<file path="src/rtl/ct_ebiu_cawt_pkg.sv">
// Shared defaults, drain state encoding and master-id decode for the EBIU CA write table.
package ct_ebiu_cawt_pkg;

  localparam int CAWT_ENTRY_NUM = 8;
  localparam int CAWT_ID_W      = 3;
  localparam int CAWT_ADDRW     = 40;
  localparam int CAWT_IDX_LSB   = 6;
  localparam int CAWT_IDX_W     = 8;
  localparam int CAWT_PIU_NUM   = 4;
  localparam int CAWT_MID_W     = 3;
  localparam int CAWT_SNB_NUM   = 2;

  typedef enum logic [1:0] {
    DRAIN_IDLE = 2'd0,
    DRAIN_BUSY = 2'd1,
    DRAIN_DONE = 2'd2
  } drain_state_e;

  // Low mid bits pick one PIU; the mid MSB broadcasts to every PIU. Caller keeps piu_num bits.
  function automatic logic [15:0] mid_to_sel(input logic [7:0] mid, input int mid_w,
                                             input int piu_num);
    logic [15:0] sel;
    int          piu_bits;
    piu_bits = $clog2(piu_num);
    sel = 16'd1 << (int'(mid) & ((1 << piu_bits) - 1));
    if (((mid >> (mid_w - 1)) & 8'd1) != 8'd0) begin
      sel = '1;
    end
    return sel;
  endfunction

endpackage

</file>
<file path="src/rtl/ct_ebiu_cawt_slot.sv">
// One CAWT slot: valid bit, gated index/mid storage, lookup compares and PIU select.
module ct_ebiu_cawt_slot
  import ct_ebiu_cawt_pkg::*;
#(
  parameter int IDX_W   = CAWT_IDX_W,
  parameter int MID_W   = CAWT_MID_W,
  parameter int PIU_NUM = CAWT_PIU_NUM,
  parameter int SNB_NUM = CAWT_SNB_NUM
) (
  input  logic                       i_clk,
  input  logic                       i_rst,
  input  logic                       i_icg_en,
  input  logic                       i_create,
  input  logic                       i_pop,
  input  logic [IDX_W-1:0]           i_idx,
  input  logic [MID_W-1:0]           i_mid,
  input  logic [IDX_W-1:0]           i_rd_idx,
  input  logic [IDX_W-1:0]           i_wr_idx,
  input  logic [SNB_NUM*IDX_W-1:0]   i_snb_idx,
  output logic                       o_vld,
  output logic                       o_rd_hit,
  output logic                       o_wr_hit,
  output logic [SNB_NUM-1:0]         o_snb_hit,
  output logic [PIU_NUM-1:0]         o_sel
);

  logic             r_vld;
  logic [IDX_W-1:0] r_idx;
  logic [MID_W-1:0] r_mid;
  logic             w_gclk;
  logic [15:0]      w_sel_full;
  logic             w_sel_unused;

  always_ff @(posedge i_clk) begin
    if (i_rst) begin
      r_vld <= 1'b0;
    end else if (i_create) begin
      r_vld <= 1'b1;
    end else if (i_pop) begin
      r_vld <= 1'b0;
    end
  end

  // Reset rides on the local enable so the synchronous clear reaches the gated flops.
  gated_clk_cell u_icg (
    .clk_in             (i_clk),
    .global_en          (1'b1),
    .module_en          (i_icg_en),
    .local_en           (i_create | i_rst),
    .external_en        (1'b0),
    .pad_yy_icg_scan_en (1'b0),
    .clk_out            (w_gclk)
  );

  always_ff @(posedge w_gclk) begin
    if (i_rst) begin
      r_idx <= '0;
      r_mid <= '0;
    end else begin
      r_idx <= i_idx;
      r_mid <= i_mid;
    end
  end

  assign o_vld    = r_vld;
  assign o_rd_hit = r_vld & (r_idx == i_rd_idx);
  assign o_wr_hit = r_vld & (r_idx == i_wr_idx);

  always_comb begin
    o_snb_hit = '0;
    for (int k = 0; k < SNB_NUM; k++) begin
      o_snb_hit[k] = r_vld & (i_snb_idx[k*IDX_W +: IDX_W] == r_idx);
    end
  end

  assign w_sel_full   = mid_to_sel(8'(r_mid), MID_W, PIU_NUM);
  assign w_sel_unused = ^w_sel_full;
  assign o_sel        = w_sel_full[PIU_NUM-1:0] & {PIU_NUM{r_vld}};

endmodule

</file>
<file path="src/rtl/gated_clk_cell.sv">
// Latch-based integrated clock gate; enable is captured while the clock is low.
module gated_clk_cell (
  input  logic clk_in,
  input  logic global_en,
  input  logic module_en,
  input  logic local_en,
  input  logic external_en,
  input  logic pad_yy_icg_scan_en,
  output logic clk_out
);

  logic w_clk_en_bf_latch;
  logic r_clk_en;

  assign w_clk_en_bf_latch = (global_en & (module_en | local_en)) | external_en;

  always_latch begin
    if (!clk_in) begin
      r_clk_en <= w_clk_en_bf_latch | pad_yy_icg_scan_en;
    end
  end

  assign clk_out = clk_in & r_clk_en;

endmodule

</file>
<file path="src/rtl/ct_ebiu_cawt_table.sv">
// CA write table: tracks outstanding non-cacheable writes from AW issue to B response.
//   state      | meaning
//   DRAIN_IDLE | creates allowed
//   DRAIN_BUSY | drain requested, creates blocked, waiting for empty
//   DRAIN_DONE | table empty, drain_ack held until drain_req drops
module ct_ebiu_cawt_table
  import ct_ebiu_cawt_pkg::*;
#(
  parameter int ENTRY_NUM = CAWT_ENTRY_NUM,
  parameter int ID_W      = CAWT_ID_W,
  parameter int ADDRW     = CAWT_ADDRW,
  parameter int IDX_LSB   = CAWT_IDX_LSB,
  parameter int IDX_W     = CAWT_IDX_W,
  parameter int PIU_NUM   = CAWT_PIU_NUM,
  parameter int MID_W     = CAWT_MID_W,
  parameter int SNB_NUM   = CAWT_SNB_NUM
) (
  input  logic                     forever_cpuclk,
  input  logic                     cpurst,
  input  logic                     create_vld,
  output logic                     create_rdy,
  input  logic [ADDRW-1:0]         create_addr,
  input  logic [MID_W-1:0]         create_mid,
  output logic [ID_W-1:0]          create_id,
  input  logic                     pop_vld,
  input  logic [ID_W-1:0]          pop_id,
  output logic                     pop_err,
  input  logic [ADDRW-1:0]         rd_addr,
  output logic                     rd_hit,
  input  logic [ADDRW-1:0]         wr_addr,
  output logic                     wr_hit,
  input  logic [SNB_NUM*IDX_W-1:0] snb_index,
  output logic [SNB_NUM-1:0]       snb_hit,
  output logic [PIU_NUM-1:0]       piu_pend,
  output logic [ENTRY_NUM-1:0]     vld_vec,
  output logic [ID_W:0]            cnt,
  output logic                     full,
  output logic                     empty,
  input  logic                     drain_req,
  output logic                     drain_ack
);

  logic [ENTRY_NUM-1:0]              w_vld;
  logic [ENTRY_NUM-1:0]              w_rd_hit_vec;
  logic [ENTRY_NUM-1:0]              w_wr_hit_vec;
  logic [ENTRY_NUM-1:0][SNB_NUM-1:0] w_snb_hit_mat;
  logic [ENTRY_NUM-1:0][PIU_NUM-1:0] w_sel;
  logic [ENTRY_NUM-1:0]              w_create_oh;
  logic [ENTRY_NUM-1:0]              w_pop_oh;
  logic [ID_W-1:0]                   w_create_id;
  logic                              w_fire;
  logic                              w_pop_legal;
  logic                              w_drain_idle;
  logic                              w_ciu_icg_en;
  logic                              w_addr_unused;
  logic [ID_W:0]                     r_cnt;
  logic                              r_pop_err;
  drain_state_e                      r_state;
  drain_state_e                      w_state_nxt;

  assign w_ciu_icg_en  = 1'b0;
  assign w_addr_unused = ^{create_addr, rd_addr, wr_addr};

  // Lowest free slot wins: scan from the top so the smallest index is written last.
  always_comb begin
    w_create_id = '0;
    for (int i = ENTRY_NUM - 1; i >= 0; i--) begin
      if (!w_vld[i]) begin
        w_create_id = ID_W'(i);
      end
    end
  end

  assign full       = (r_cnt == (ID_W+1)'(ENTRY_NUM));
  assign empty      = (r_cnt == '0);
  assign create_rdy = ~full & w_drain_idle;
  assign create_id  = w_create_id;
  assign w_fire     = create_vld & create_rdy;

  // Out-of-range ids never match a slot, so they fall through to pop_err.
  always_comb begin
    w_create_oh = '0;
    w_pop_oh    = '0;
    for (int i = 0; i < ENTRY_NUM; i++) begin
      w_create_oh[i] = w_fire & (w_create_id == ID_W'(i));
      w_pop_oh[i]    = pop_vld & w_vld[i] & (pop_id == ID_W'(i));
    end
  end

  assign w_pop_legal = |w_pop_oh;

  for (genvar g = 0; g < ENTRY_NUM; g++) begin : g_slot
    ct_ebiu_cawt_slot #(
      .IDX_W   (IDX_W),
      .MID_W   (MID_W),
      .PIU_NUM (PIU_NUM),
      .SNB_NUM (SNB_NUM)
    ) u_slot (
      .i_clk     (forever_cpuclk),
      .i_rst     (cpurst),
      .i_icg_en  (w_ciu_icg_en),
      .i_create  (w_create_oh[g]),
      .i_pop     (w_pop_oh[g]),
      .i_idx     (create_addr[IDX_LSB +: IDX_W]),
      .i_mid     (create_mid),
      .i_rd_idx  (rd_addr[IDX_LSB +: IDX_W]),
      .i_wr_idx  (wr_addr[IDX_LSB +: IDX_W]),
      .i_snb_idx (snb_index),
      .o_vld     (w_vld[g]),
      .o_rd_hit  (w_rd_hit_vec[g]),
      .o_wr_hit  (w_wr_hit_vec[g]),
      .o_snb_hit (w_snb_hit_mat[g]),
      .o_sel     (w_sel[g])
    );
  end

  assign vld_vec = w_vld;
  assign rd_hit  = |w_rd_hit_vec;
  assign wr_hit  = |w_wr_hit_vec;

  always_comb begin
    snb_hit  = '0;
    piu_pend = '0;
    for (int i = 0; i < ENTRY_NUM; i++) begin
      snb_hit  = snb_hit | w_snb_hit_mat[i];
      piu_pend = piu_pend | w_sel[i];
    end
  end

  always_ff @(posedge forever_cpuclk) begin
    if (cpurst) begin
      r_cnt     <= '0;
      r_pop_err <= 1'b0;
      r_state   <= DRAIN_IDLE;
    end else begin
      r_cnt     <= r_cnt + (ID_W+1)'(w_fire) - (ID_W+1)'(w_pop_legal);
      r_pop_err <= pop_vld & ~w_pop_legal;
      r_state   <= w_state_nxt;
    end
  end

  assign cnt     = r_cnt;
  assign pop_err = r_pop_err;

  always_comb begin
    w_state_nxt  = r_state;
    w_drain_idle = 1'b0;
    drain_ack    = 1'b0;
    case (r_state)
      DRAIN_IDLE: begin
        w_drain_idle = 1'b1;
        if (drain_req) w_state_nxt = DRAIN_BUSY;
      end
      DRAIN_BUSY: begin
        if (!drain_req)  w_state_nxt = DRAIN_IDLE;
        else if (empty)  w_state_nxt = DRAIN_DONE;
      end
      DRAIN_DONE: begin
        drain_ack = 1'b1;
        if (!drain_req) w_state_nxt = DRAIN_IDLE;
      end
      default: w_state_nxt = DRAIN_IDLE;
    endcase
  end

endmodule

</file>
<file path="config.mk">
export PLATFORM = sky130hd
export DESIGN_NAME = ct_ebiu_cawt_table
export DESIGN_NICKNAME = d
export VERILOG_FILES = /design/src/rtl/ct_ebiu_cawt_pkg.sv /design/src/rtl/ct_ebiu_cawt_slot.sv /design/src/rtl/gated_clk_cell.sv /design/src/rtl/ct_ebiu_cawt_table.sv
export SDC_FILE = /design/constraint.sdc
export NUM_CORES = 1
export LEC_CHECK = 0
export BUFFER_PORTS_ARGS = -buffer_cell sky130_fd_sc_hd__buf_2
export CORE_AREA = 2 2 137 139
export CTS_BUF_LIST = sky130_fd_sc_hd__clkbuf_4 sky130_fd_sc_hd__clkbuf_8 sky130_fd_sc_hd__clkbuf_16
export DETAILED_ROUTE_END_ITERATION = 7
export DIE_AREA = 0 0 139 141
export HOLD_SLACK_MARGIN = 0.15
export PLACE_DENSITY = 0.68
export SLEW_MARGIN = 0
export SYNTH_ARGS = -nofsm -noshare
export SYNTH_HDL_FRONTEND = slang
export SYNTH_HIERARCHICAL = 1
export SYNTH_SLANG_ARGS = --single-unit
</file>
<file path="constraint.sdc">
create_clock -name forever_cpuclk -period 3.1 [get_ports forever_cpuclk]
set_input_delay 0.62 -clock forever_cpuclk [delete_from_list [all_inputs] [get_ports forever_cpuclk]]
set_output_delay 0.62 -clock forever_cpuclk [all_outputs]
set_load 0.01 [all_outputs]
</file>
==> metrics <==
status finished, final reports clean; total die area just under 20,000 sq um; clk_lat worst skew just under 0.6 ns; via count approximately 6,200; slew margin rel. 0.511; global route total overflow 0; syn_area_per_cell 8.81 sq um; DIE HEIGHT approximately 140 um; final WL 21,800 um; final setup vio count 0; Hold Fails Final Rpt 0; most common cell after layout, fill and taps aside xnor2_1; Reg2Reg Setup Slack 0 ns; PostCTS Resize Cnt 0; I/O Buffers between 70 and 80; CP cell instances inv_1 > ha_1 > nor3b_1 > or4b_1 > or3b_1 > nor2_1 > or2_2 > o21ai_1 > nand2_1; Cells after Synth around 900; crit path DAT approximately 2.8 ns; CTS tree built; Post-DRT Antenna Nets 0; Core Region approximately 18,000 sq um; largest net degree at the start of global routing 81; clock skew ~0.0021 ns; Reg clk slew, reported paths around 0.060 ns; worst r2r path cells 9; Hold Startpoint create_mid[2]; Slowest Stage Delay on Critical Path ~0.61 ns; Die Width between 100 and 150 um; Slew @ Worst Pin ~0.73 ns; PwrDens 540 nW/um^2; final worst setup slack 0 ns; first-pass GRT wire length 34,500 um; drt drc 0; # hold bufs at CTS 0; Syn. warnings 6; Overall Global Routing Usage 0.229; setup tns final 0 ns; DRT Pass-1 Iters 7; initial drt markers 462; initial antenna violation count 0; max-cap violations 0; CP Max Fanout 6; CP Class reg2latch; Post-synth EDFFs 0; Synth Cell Area slightly above 8000 sq um; Min-Delay Path Depth 2; Rows 50; asr flop ratio synth 0; post-DP HPWL around 15,000 um; worst path required time 2.78 ns; Leak Pwr 0.00332 uW; Setup WS pre-CTS 0 ns; wire length per cell approximately 18 um; slowest CP cell or4b_1; CP Capture Type latch; VDD IR-drop max roughly 440 uV; I/O Pins 175; startpoint class of the critical path register; reg2reg start cnt[2]; GP Congestion approximately 1; Hold WC Path Type in2reg; Top FF cell, synth dfxtp_1; fin. max-slew vios 0; hold endpoint g_slot[0].u_slot/r_mid[2]; reg-to-reg endpoint g_slot[5].u_slot/u_icg/r_clk_en; most frequent cells in the layout xnor2_1, dfxtp_1, nor2b_1; Seq cells post-synth ~110; RSZ-0062 raised after global routing no; Total Nets Final about 1,100; share of layout cells above drive strength 1 0.196; vias per inst ~5; Starting Density 0.442; postcts setup bufs 0; vias in the first global route slightly above 6,000; synth unique cells 42; Ant. Diodes 0; Area growth, synth to finish 12.8%
metal layers:
metal | track usage | vias up | wire (um)
li1 | - | 3034 | -
met1 | 0.296 | 2867 | 9640
met2 | 0.358 | 272 | 9630
met3 | 0.0554 | 55 | 1800
met4 | 0.112 | 0 | 688
met5 | 0 | - | 0
how the worst max path moves through the flow:
stage | start | end | slack, ns
final | cnt[2] | g_slot[5].u_slot/u_icg/r_clk_en | 0
after global routing | cnt[2] | g_slot[5].u_slot/u_icg/r_clk_en | 0
after CTS | cnt[2] | g_slot[5].u_slot/u_icg/r_clk_en | 0
after detailed placement | cnt[2] | g_slot[5].u_slot/u_icg/r_clk_en | 0
after global placement | cnt[2] | g_slot[5].u_slot/u_icg/r_clk_en | 0
after floorplan | cnt[2] | g_slot[4].u_slot/u_icg/r_clk_en | 0
sequential cells by signal (all words and copies together), names as in the netlist:
name and cells:
cnt 4, g_slot.u_slot/u_icg/r_clk_en 8, g_slot.u_slot/r_idx 64, pop_err 1, g_slot.u_slot/o_vld 8, g_slot.u_slot/r_mid 24, r_state 2
synthesized netlist by cell type, types with 2 or more instances:
master,number,area (sq um)
xnor2_1,249,2180
dfxtp_1,103,2060
nor2b_1,95,594
buf_6,56,631
nand2_1,53,199
nand3_1,36,180
nand4_1,35,219
nor2_1,32,120
nor3_2,32,320
and2b_1,24,180
o21a_1,24,180
inv_1,18,67.6
a21oi_1,17,85.1
clkbuf_1,17,63.8
conb_1,17,63.8
nor4_1,16,100
and2_1,10,62.6
buf_4,8,60.1
dlxtn_1,8,120
o21ai_1,8,40.0
or2_2,8,50.1
xnor2_2,8,130
and3_1,7,43.8
ha_1,6,75.1
mux2_2,4,45.0
nor3_1,4,20.0
nor3b_1,3,22.5
and4_1,2,17.5
nor4b_1,2,17.5
o21ai_0,2,10.0
stage by stage:
step / power (uW) / hold slack, ns / area [sq um] / utilization / std cells
global placement: 2570 / 0.226 / 8210 / 0.449 / 1182
global route: 5140 / 0.267 / 9100 / 0.498 / 1224
detailed placement: 2590 / 0.226 / 8210 / 0.449 / 1182
finish: 4910 / 0.269 / 9100 / 0.498 / 1224
CTS: 4960 / 0.262 / 9100 / 0.498 / 1224
floorplan: 2350 / 0.226 / 8130 / - / 931
power breakdown:
group	switching, uW	leakage (uW)	internal [uW]
sequential	131	0.000923	1340
clock	717	0.000461	1820
combinational	462	0.00194	444
worst max-delay path, delay by kind of cell (launching register included):
kind	cells	cell delay [ns]
and+or+nand+nor	6	1.57
AOI/OAI and AO/OA	1	0.06
adders and majority gates	1	0.18
DFF	1	0.33
buffers and inverters	1	0.05
final cells by class:
| type | instances | area (sq um) |
|---|---|---|
| Clock buffer | 42 | 893 |
| Fill cell | 1725 | 9170 |
| Inverter | 18 | 67.6 |
| Multi-Input combinational cell | 720 | 5120 |
| Sequential cell | 111 | 2180 |
| Tap cell | 234 | 293 |
| Timing Repair Buffer | 99 | 548 |
cells by family (layout without fill, tap and decap cells):
family / Yosys count / after routing / synth area share
buf+inv: 100 / 159 / 0.102
xor+xnor: 258 / 258 / 0.287
fa+ha+maj: 7 / 7 / 0.0118
simple gates: 361 / 361 / 0.268
other cells: 17 / 32 / 0.00791
flops: 103 / 103 / 0.256
mux: 4 / 4 / 0.00558
compound gates: 58 / 58 / 0.0460
latches: 8 / 8 / 0.0149
No activity file was read; power rests on OpenSTA's default activity.
